`config.mk`:
```
export PLATFORM = sky130hd
export DESIGN_NAME = etapa_fetch
export DESIGN_NICKNAME = d
export VERILOG_FILES = /design/src/rtl/etapa_fetch.sv
export SDC_FILE = /design/constraint.sdc
export NUM_CORES = 1
export LEC_CHECK = 0
export CAP_MARGIN = 40
export CORE_ASPECT_RATIO = 0.7
export CORE_MARGIN = 2
export CORE_UTILIZATION = 35
export DETAILED_ROUTE_END_ITERATION = 12
export GPL_TIMING_DRIVEN = 0
export PLACE_DENSITY = 0.72
export REMOVE_ABC_BUFFERS = 1
export SKIP_CTS_REPAIR_TIMING = 1
export SYNTH_ARGS = -nofsm -noshare
export SYNTH_HDL_FRONTEND = slang
export SYNTH_SLANG_ARGS = --single-unit
```
`constraint.sdc`:
```
create_clock -name clk -period 3.91 [get_ports clk]
set_input_delay 0.782 -clock clk [delete_from_list [all_inputs] [get_ports clk]]
set_output_delay 0.782 -clock clk [all_outputs]
set_load 0.02 [all_outputs]
```
`src/rtl/etapa_fetch.sv`:
```
// Instruction fetch stage: requests one word per PC, holds it until consumed, then advances or branches.
// Optional FETCH_STALL_CNT_EN adds stall_cnt, a saturating count of REQ cycles without imem_ack.
module etapa_fetch #(
   parameter logic [31:0] RESET_PC = 32'h0000_0000
) (
   input  logic        clk,
   input  logic        reset,
   input  logic        enable,
   output logic        imem_req,
   output logic [31:0] imem_addr,
   input  logic        imem_ack,
   input  logic [31:0] imem_data,
   output logic [31:0] instr_out,
   output logic [15:0] imm_out,
   output logic [31:0] pc_out,
   output logic [31:0] pc_plus4,
   output logic        valid,
   input  logic        ready,
   input  logic        branch_en,
   input  logic [31:0] branch_target
`ifdef FETCH_STALL_CNT_EN
   ,
   output logic [15:0] stall_cnt
`endif
);

   typedef enum logic [1:0] {
      IDLE,
      REQ,
      HOLD
   } state_t;

   state_t      state;
   state_t      state_nxt;
   logic [31:0] pc;
   logic        fetch_done;
   logic        consume;

   assign fetch_done = (state == REQ) && imem_ack;
   assign consume    = (state == HOLD) && ready;

   always_ff @(posedge clk or posedge reset) begin
      if (reset) state <= IDLE;
      else       state <= state_nxt;
   end

   // Enable is only sampled when leaving IDLE or HOLD, so a fetch in flight always completes.
   always_comb begin
      state_nxt = state;
      case (state)
         IDLE:    if (enable) state_nxt = REQ;
         REQ:     if (imem_ack) state_nxt = HOLD;
         HOLD:    if (ready) state_nxt = enable ? REQ : IDLE;
         default: state_nxt = IDLE;
      endcase
   end

   always_comb begin
      imem_req  = (state == REQ);
      valid     = (state == HOLD);
      imem_addr = pc;
      imm_out   = instr_out[15:0];
      pc_plus4  = pc_out + 32'd4;
   end

   always_ff @(posedge clk or posedge reset) begin
      if (reset) begin
         pc        <= RESET_PC;
         pc_out    <= RESET_PC;
         instr_out <= '0;
      end else begin
         if (fetch_done) begin
            instr_out <= imem_data;
            pc_out    <= pc;
         end
         // Branch targets are forced word-aligned; sequential increment wraps naturally at 2^32.
         if (consume)
            pc <= branch_en ? (branch_target & 32'hFFFF_FFFC) : pc_out + 32'd4;
      end
   end

`ifdef FETCH_STALL_CNT_EN
   always_ff @(posedge clk or posedge reset) begin
      if (reset)
         stall_cnt <= '0;
      else if ((state == REQ) && !imem_ack && (stall_cnt != '1))
         stall_cnt <= stall_cnt + 16'd1;
   end
`endif

endmodule

```
==> run metrics, run 1 <==
Crit. Startpoint=pc_out[9]; Logic pwr share=54.9%; via count=4094; PwrDens=837 nW/um^2; hold_sp=state[1]; RSZ-0062 raised after global routing=yes; final core occ=55.4%; Clock Power Share=13.2%; Worst setup EP type=output port; Inst Count DP=767; register area=2460 sq um; post-route ant nets=0; CTS root buf=clkbuf_16; worst-skew pair later-pin latency=0.34 ns; CP Launch Type=register; Chip Width=143 microns; grt ovf=0; largest net degree at the start of global routing=64; largest family of logic cells by synthesized area=multiplexers; port bufs=213; Setup Skew=0.00531 ns; status=complete, no violations; number of CTS-inserted buffers=9; GR Layer Usage met3=5.51%; Sw Ratio=40.4%; global-route wire length before repair=22.0 mm; Yosys warning total=0; GPL Wtd Cong=0.772; cell area after layout=7280 sq um; First DRT Iteration DRCs=191; Crit Path Max Fanout=10; Pleak=3.04 nW; GR Layer Usage met1=27.5%; die area=14400 sq um; GR Util All Layers=19.7%; TritonCTS clock tree=built; Initial Util=35.8%; final setup margin=0.0857 ns; adder-cell share of the synthesized area=0.266%; Pins Over Slew Limit=0; final hold viol count=0; Fillers=1171; WP data arrival=3.04 ns; Top Usage Layer GRT=met2; via/cell ratio=5.19; count of final setup violators=0; Layout Nets=689; Compound-Gate Fraction of Synth Area=7.79%; mean area per synthesized cell=11.1 sq um; Non-Filler Instances=789; Area Overhead vs Synth=54.6%; wire per inst=18.1 microns; Synth Register Bits=98; total power=6.09 mW; Crit Path Class=register to output port; Sequential Power Share=31.9%; layout cell share with drive strength beyond 1=17.8%; NetSw=2.46 mW; Int Pwr=3.63 mW; Reg2Reg Launch Point=pc_out[2]; register area share after synthesis=52.1%; core area=13100 sq um; dpl cell area=6930 sq um; row cnt=35; CTS max path bufs=2; DRT Wirelength=14.2 mm; cell count after synthesis=423; minimum clock period=3.82 ns; antenna violations before repair=0; mux contribution to synthesized area=16.6%; drt first pass iters=4; netlist area before placement=4710 sq um; DPL Wire Length=10.2 mm; relative slew slack=45.2%; IO Count=216; actual slew at the worst max-slew pin=0.819 ns; vias in the first global route=4069; Die H=101 microns; hold_ws=0.495 ns; Critical Path RT=3.13 ns; fin crit share=97.8%; DR DRC count=0; Achievable Freq=0.261 GHz; Hold Path Class=register to register; CTS clk-pin slew, worst paths=0.07 ns; Max Cap Viol=0; Post-Synth Simple-Gate Area=14.6%; H-tree depth=3; TNS Setup=0 ns; area of the multi-input gates=2030 sq um; synthesized-area fraction occupied by xor and xnor cells=3.51%; post-synth cell types=36; pre-CTS WS=0.143 ns; Max IR drop VDD=0.534 mV; CTS Sinks=98; Ant. Diodes=0; met2 track demand over resource=30.5%
==> layer usage <==
layer	up-vias	part of all wire [%]
met5	-	0
met4	0	0.85
met3	9	8.1
met2	161	46
met1	2043	45
li1	1881	-
==> worst paths after layout <==
check	to	slack [ns]	cells past startpoint
setup / recovery	pc_plus4[25]	0.09	6
hold / removal	state[0]	0.50	1
setup reg to reg	imem_addr[28]	1.44	6
hold reg to reg	state[0]	0.50	1
max in group asynchronous	pc_out[11]	2.40	3
min in group asynchronous	instr_out[1]	0.83	2
==> registers in the layout, summed over array words and instances, names as in the netlist <==
signal     count
state          2
pc_out        32
imem_addr     32
instr_out     32
==> cell type report <==
type	instances	area share, %
clock buffer	11	3.20
clock inverter	5	0.430
inverter	5	0.292
multi-input combinational	280	27.9
sequential	98	33.8
tap	166	2.85
timing repair buffer	224	31.5
==> worst max-delay path: stages (launching register included) <==
cell and delay [ns]:
dfrtp_1 0.46, nand4_1 0.21, or4_4 0.63, buf_4 0.18, nor4_1 0.37, xor2_1 0.22
clkdlybuf4s50_1 0.64
==> power by group through the flow <==
stage	Sequential, mW	Clock, mW	Combinational (mW)
detailed placement	1.95	0	3.34
global placement	1.91	0	3.31
finish	1.94	0.807	3.34
global route	2.03	0.876	3.53
CTS	1.94	0.832	3.35
floorplan	2.50	0	1.05
==> Yosys cell counts <==
cell type | n | area, sq um
nand4_2 | 1 | 12.5
xor2_1 | 5 | 43.8
xnor2_2 | 1 | 16.3
xnor2_1 | 12 | 105
dfrtp_1 | 98 | 2450
nand4_1 | 13 | 81.3
inv_1 | 5 | 18.8
nor2b_1 | 3 | 18.8
and3_1 | 9 | 56.3
o31a_1 | 3 | 26.3
a221o_1 | 7 | 70.1
clkbuf_1 | 21 | 78.8
and2_1 | 2 | 12.5
mux2_2 | 64 | 721
nor2_1 | 9 | 33.8
mux2i_1 | 6 | 60.1
nand2_1 | 45 | 169
o21a_1 | 4 | 30.0
or4_4 | 2 | 22.5
or2_2 | 11 | 68.8
and4_1 | 1 | 8.76
a21oi_1 | 1 | 5.00
nor4_1 | 8 | 50.1
a31oi_1 | 1 | 6.26
o22ai_1 | 1 | 6.26
ha_1 | 1 | 12.5
or3_1 | 2 | 12.5
or4_1 | 2 | 15.0
a21boi_0 | 2 | 15.0
buf_4 | 18 | 135
nand2b_1 | 3 | 18.8
o21ai_0 | 37 | 185
nor3_1 | 14 | 70.1
nand3_1 | 7 | 35.0
buf_6 | 1 | 11.3
o31ai_1 | 3 | 22.5
==> layout by cell type (no fill, tap or decap), drive strengths merged, types with 11 or more instances in the layout <==
cell,count
buf,11
xnor2,13
nand4,14
or2,11
nor3,14
o21ai,37
nand2,45
mux2,64
clkbuf,11
clkdlybuf4s50,212
dfrtp,98
==> cell families (layout without fill, tap and decap cells) <==
kind of cell,after synthesis,count (layout)
simple gates,132,132
flops,98,98
mux,70,70
compound gates,59,59
buf+inv,45,245
xor+xnor,18,18
fa+ha+maj,1,1
No activity file was read; power rests on OpenSTA's default activity.
==> inputs of run 2 (changes only) <==
Settings changed: ABC_CLOCK_PERIOD_IN_PS set to 3910, CORE_MARGIN 2 to unset.
==> run metrics, run 2 (synthesized netlist as in run 1, its figures left out) <==
CTS Sinks=98; vias in the first global route=4120; status=complete, no violations; CTS clk-pin slew, worst paths=0.07 ns; PwrDens=840 nW/um^2; Crit Path Class=register to output port; TritonCTS clock tree=built; worst-skew pair later-pin latency=0.34 ns; Ant. Diodes=0; wire per inst=17.9 microns; Logic pwr share=54.6%; row cnt=35; Layout Nets=688; Pleak=3.05 nW; DR DRC count=0; r2r worst-path depth=6; Clock Power Share=13.6%; commonest non-fill, non-tap cell in the layout=clkdlybuf4s50_1; Worst setup EP type=output port; global-route wire length before repair=22.1 mm; cell area after layout=7270 sq um; antenna violations before repair=0; NetSw=2.47 mW; met2 WL=6.65 mm; Hold Path Class=register to register; hold_sp=imem_addr[1]; Critical Path RT=3.13 ns; met1 wire length=6.20 mm; drt first pass iters=4; Chip Width=141 microns; H-tree depth=3; met3 wire len=1.06 mm; Sequential Power Share=31.8%; CTS root buf=clkbuf_16; GPL Wtd Cong=0.830; number of CTS-inserted buffers=9; DRT Wirelength=14.1 mm; via/cell ratio=5.17; Setup Skew=0.00755 ns; via count=4074; count of final setup violators=0; RSZ-0062 raised after global routing=no; minimum clock period=3.76 ns; IO Count=216; Setup crit end=pc_plus4[21]; layout cell share with drive strength beyond 1=17.5%; Crit Path Max Fanout=9; CTS max path bufs=2; r2r setup slk=1.38 ns; Max IR drop VDD=0.500 mV; First DRT Iteration DRCs=202; GR Util All Layers=20.6%; post-route ant nets=0; grt ovf=0; Int Pwr=3.63 mW; Area Overhead vs Synth=54.5%; most frequent cells in the layout=212 x clkdlybuf4s50_1, 97 x dfrtp_1, 64 x mux2_2; Sw Ratio=40.5%; fin crit share=96.1%; WP data arrival=2.97 ns; top layer used by detailed routing=met4; dpl cell area=6960 sq um; Crit. Startpoint=pc_out[9]; Die H=99.0 microns; worst flop-to-flop path endpoint=imem_addr[28]; actual slew at the worst max-slew pin=0.860 ns; Initial Util=35.8%; port bufs=213; relative slew slack=42.5%; CP Launch Type=register; DPL Wire Length=10.2 mm; hold_ws=0.489 ns; core area=13100 sq um; largest net degree at the start of global routing=62; Achievable Freq=0.266 GHz; Max Cap Viol=0; Pins Over Slew Limit=0; final hold viol count=0; Reg2Reg Launch Point=pc_out[3]; die area=13900 sq um
[run 2: worst min-delay path by stage]
stage / slack, ns / cells after the start / endpoint
global placement: 0.47 / 1 / state[0]
detailed placement: 0.48 / 2 / imem_addr[1]
floorplan: 0.46 / 1 / state[0]
finish: 0.49 / 2 / imem_addr[1]
global route: 0.52 / 1 / instr_out[17]
CTS: 0.50 / 2 / imem_addr[1]
[run 2: area by class of cell]
type / instances / area, sq um
Clock inverter: 6 / 40.0
Clock buffer: 10 / 229
Inverter: 5 / 21.3
Multi-Input combinational cell: 280 / 2030
Fill cell: 1154 / 5870
Sequential cell: 98 / 2450
Tap cell: 166 / 208
Timing Repair Buffer: 223 / 2290
[run 2: layer usage]
metal	vias to the layer above	global-route usage, %
met2	184	32.7
met3	17	6.12
met5	-	0
li1	1879	-
met1	1994	27.5
met4	0	5.69
[run 2: per-stage QoR]
step	util [%]	setup slack, ns	TNS (ns)	total power, mW	cells
finish	55.4	0.153	0	6.11	788
global route	55.4	0.0122	0	6.44	788
CTS	55.0	-0.245	-0.399	6.15	784
detailed placement	53.0	0.139	0	5.29	768
global placement	51.9	-0.920	-94.51	5.21	762
floorplan	-	0.566	0	3.56	383
[run 2: power by group through the flow]
stage          clock network [mW]  logic (mW)  registers [mW]
4_1_cts                     0.855        3.36            1.93
6_report                    0.828        3.34            1.94
2_1_floorplan                   0        1.05            2.50
5_1_grt                     0.888        3.53            2.03
3_3_place_gp                    0        3.30            1.91
3_5_place_dp                    0        3.34            1.95
[run 2: worst max-delay path: stages, from the launching register on]
cell and delay (ns):
dfrtp_1 0.45, nand4_1 0.21, or4_4 0.61, buf_4 0.20, o31a_1 0.30, or2_2 0.31, clkdlybuf4s50_1 0.54
==> inputs of run 3 (changes only) <==
Settings changed: ABC_CLOCK_PERIOD_IN_PS 3910 to 4630.
Clock period 3.91 ns to 4.63 ns, I/O delays scaled along.
==> run metrics, run 3 (synthesized netlist as in run 1, its figures left out) <==
count of final setup violators=0; Area Overhead vs Synth=53.5%; Worst setup EP type=output port; DRT Wirelength=14.1 mm; Critical Path RT=3.70 ns; minimum clock period=4.26 ns; WP data arrival=3.33 ns; cell area after layout=7230 sq um; GPL Wtd Cong=0.830; Inst Count DP=768; pre-CTS WS=0.715 ns; largest net degree at the start of global routing=62; wire per inst=17.9 microns; Non-Filler Instances=784; worst-skew pair later-pin latency=0.34 ns; die area=13900 sq um; Crit Path Max Fanout=8; core area=13100 sq um; CTS clk-pin slew, worst paths=0.07 ns; relative slew slack=43.1%; First DRT Iteration DRCs=203; Hold Path Class=register to register; Achievable Freq=0.235 GHz; layout cell share with drive strength beyond 1=16.7%; DR DRC count=0; DPL Wire Length=10.2 mm; via count=4101; Max Cap Viol=0; drt first pass iters=5; fin crit share=91.9%; actual slew at the worst max-slew pin=0.853 ns; antenna violations before repair=0; max incr delay on CP=0.64 ns; GR Util All Layers=20.6%; IO Count=216; Critical Path, Cell by Cell=ha_1 > nand4_1 > or2_2 > or4_4 > xnor2_2 > clkdlybuf4s50_1; status=complete, no violations; RSZ-0062 raised after global routing=no; Pins Over Slew Limit=0; Initial Util=35.8%; Setup Skew=0.00595 ns; vias in the first global route=4120; via/cell ratio=5.23; CTS max path bufs=2; global-route wire length before repair=22.1 mm; most frequent cells in the layout=213 x clkdlybuf4s50_1, 98 x dfrtp_1, 64 x mux2_2; TritonCTS clock tree=built; Crit Path Class=register to output port; Pleak=3.02 nW; Ant. Diodes=0; CP Launch Type=register; row cnt=35; Die H=99.0 microns; commonest non-fill, non-tap cell in the layout=clkdlybuf4s50_1; CTS Sinks=98; port bufs=213; number of CTS-inserted buffers=9; dpl cell area=6960 sq um; grt ovf=0; PwrDens=712 nW/um^2; CTS root buf=clkbuf_16; H-tree depth=3; Layout Nets=684; final setup margin=0.374 ns; Max IR drop VDD=0.385 mV; Chip Width=141 microns; final hold viol count=0; critical path's slowest cell=clkdlybuf4s50_1; post-route ant nets=0
==> run 3: cell types whose count changed in the layout (fill, tap and decap cells not counted) <==
| cell | delta |
|---|---|
| ha_4 | -1 |
| buf_4 | -4 |
| dfrtp_1 | +1 |
| ha_1 | +1 |
| dlymetal6s2s_1 | -1 |
| dfrtp_2 | -1 |
| clkdlybuf4s50_1 | +1 |
==> run 3: path summary, 6_finish.rpt <==
kind	start	end	slack, ns	cells past startpoint
worst min register to register	imem_addr[1]	imem_addr[1]	0.49	2
max in group asynchronous	reset	pc_out[21]	2.97	3
min in group asynchronous	reset	instr_out[21]	0.98	2
worst max register to register	pc_out[2]	imem_addr[28]	1.85	6
worst max-delay path	pc_out[2]	pc_plus4[28]	0.37	6
worst min-delay path	imem_addr[1]	imem_addr[1]	0.49	2
==> run 3: cell type report <==
type	count	area [sq um]
fill	1159	5910
sequential	98	2450
timing repair buffer	219	2250
multi-input combinational	280	2020
clock buffer	10	229
tap	166	208
clock inverter	6	40.0
inverter	5	21.3
==> run 3: critical path, delay by kind of cell (launching register included) <==
kind / cells / cell delay, ns
and+or+nand+nor: 3 / 1.19
buffers and inverters: 1 / 0.64
DFF: 1 / 0.52
adders and majority gates: 1 / 0.44
xor gates and xnor gates: 1 / 0.20
==> run 3: layer usage <==
layer / global-route usage [%] / wire, microns / part of all wire, %
met3: 6.12 / 1110 / 7.9
met5: 0 / 0 / 0
met1: 27.5 / 6160 / 44
met4: 5.69 / 167 / 1.2
met2: 32.7 / 6610 / 47
==> run 3: power breakdown <==
group | internal [mW] | switching (mW) | leakage [nW]
registers | 1.24 | 0.398 | 1.22
logic | 1.46 | 1.36 | 1.66
clock network | 0.366 | 0.330 | 0.133
==> run 3: stage by stage <==
stage / utilization (%) / power [mW] / hold slack, ns / setup TNS, ns
2_1_floorplan: - / 3.00 / 0.457 / 0
3_3_place_gp: 51.9 / 4.40 / 0.468 / -32.73
3_5_place_dp: 53.0 / 4.47 / 0.481 / 0
4_1_cts: 55.0 / 5.19 / 0.498 / 0
5_1_grt: 55.0 / 5.43 / 0.518 / 0
6_report: 55.0 / 5.15 / 0.488 / 0
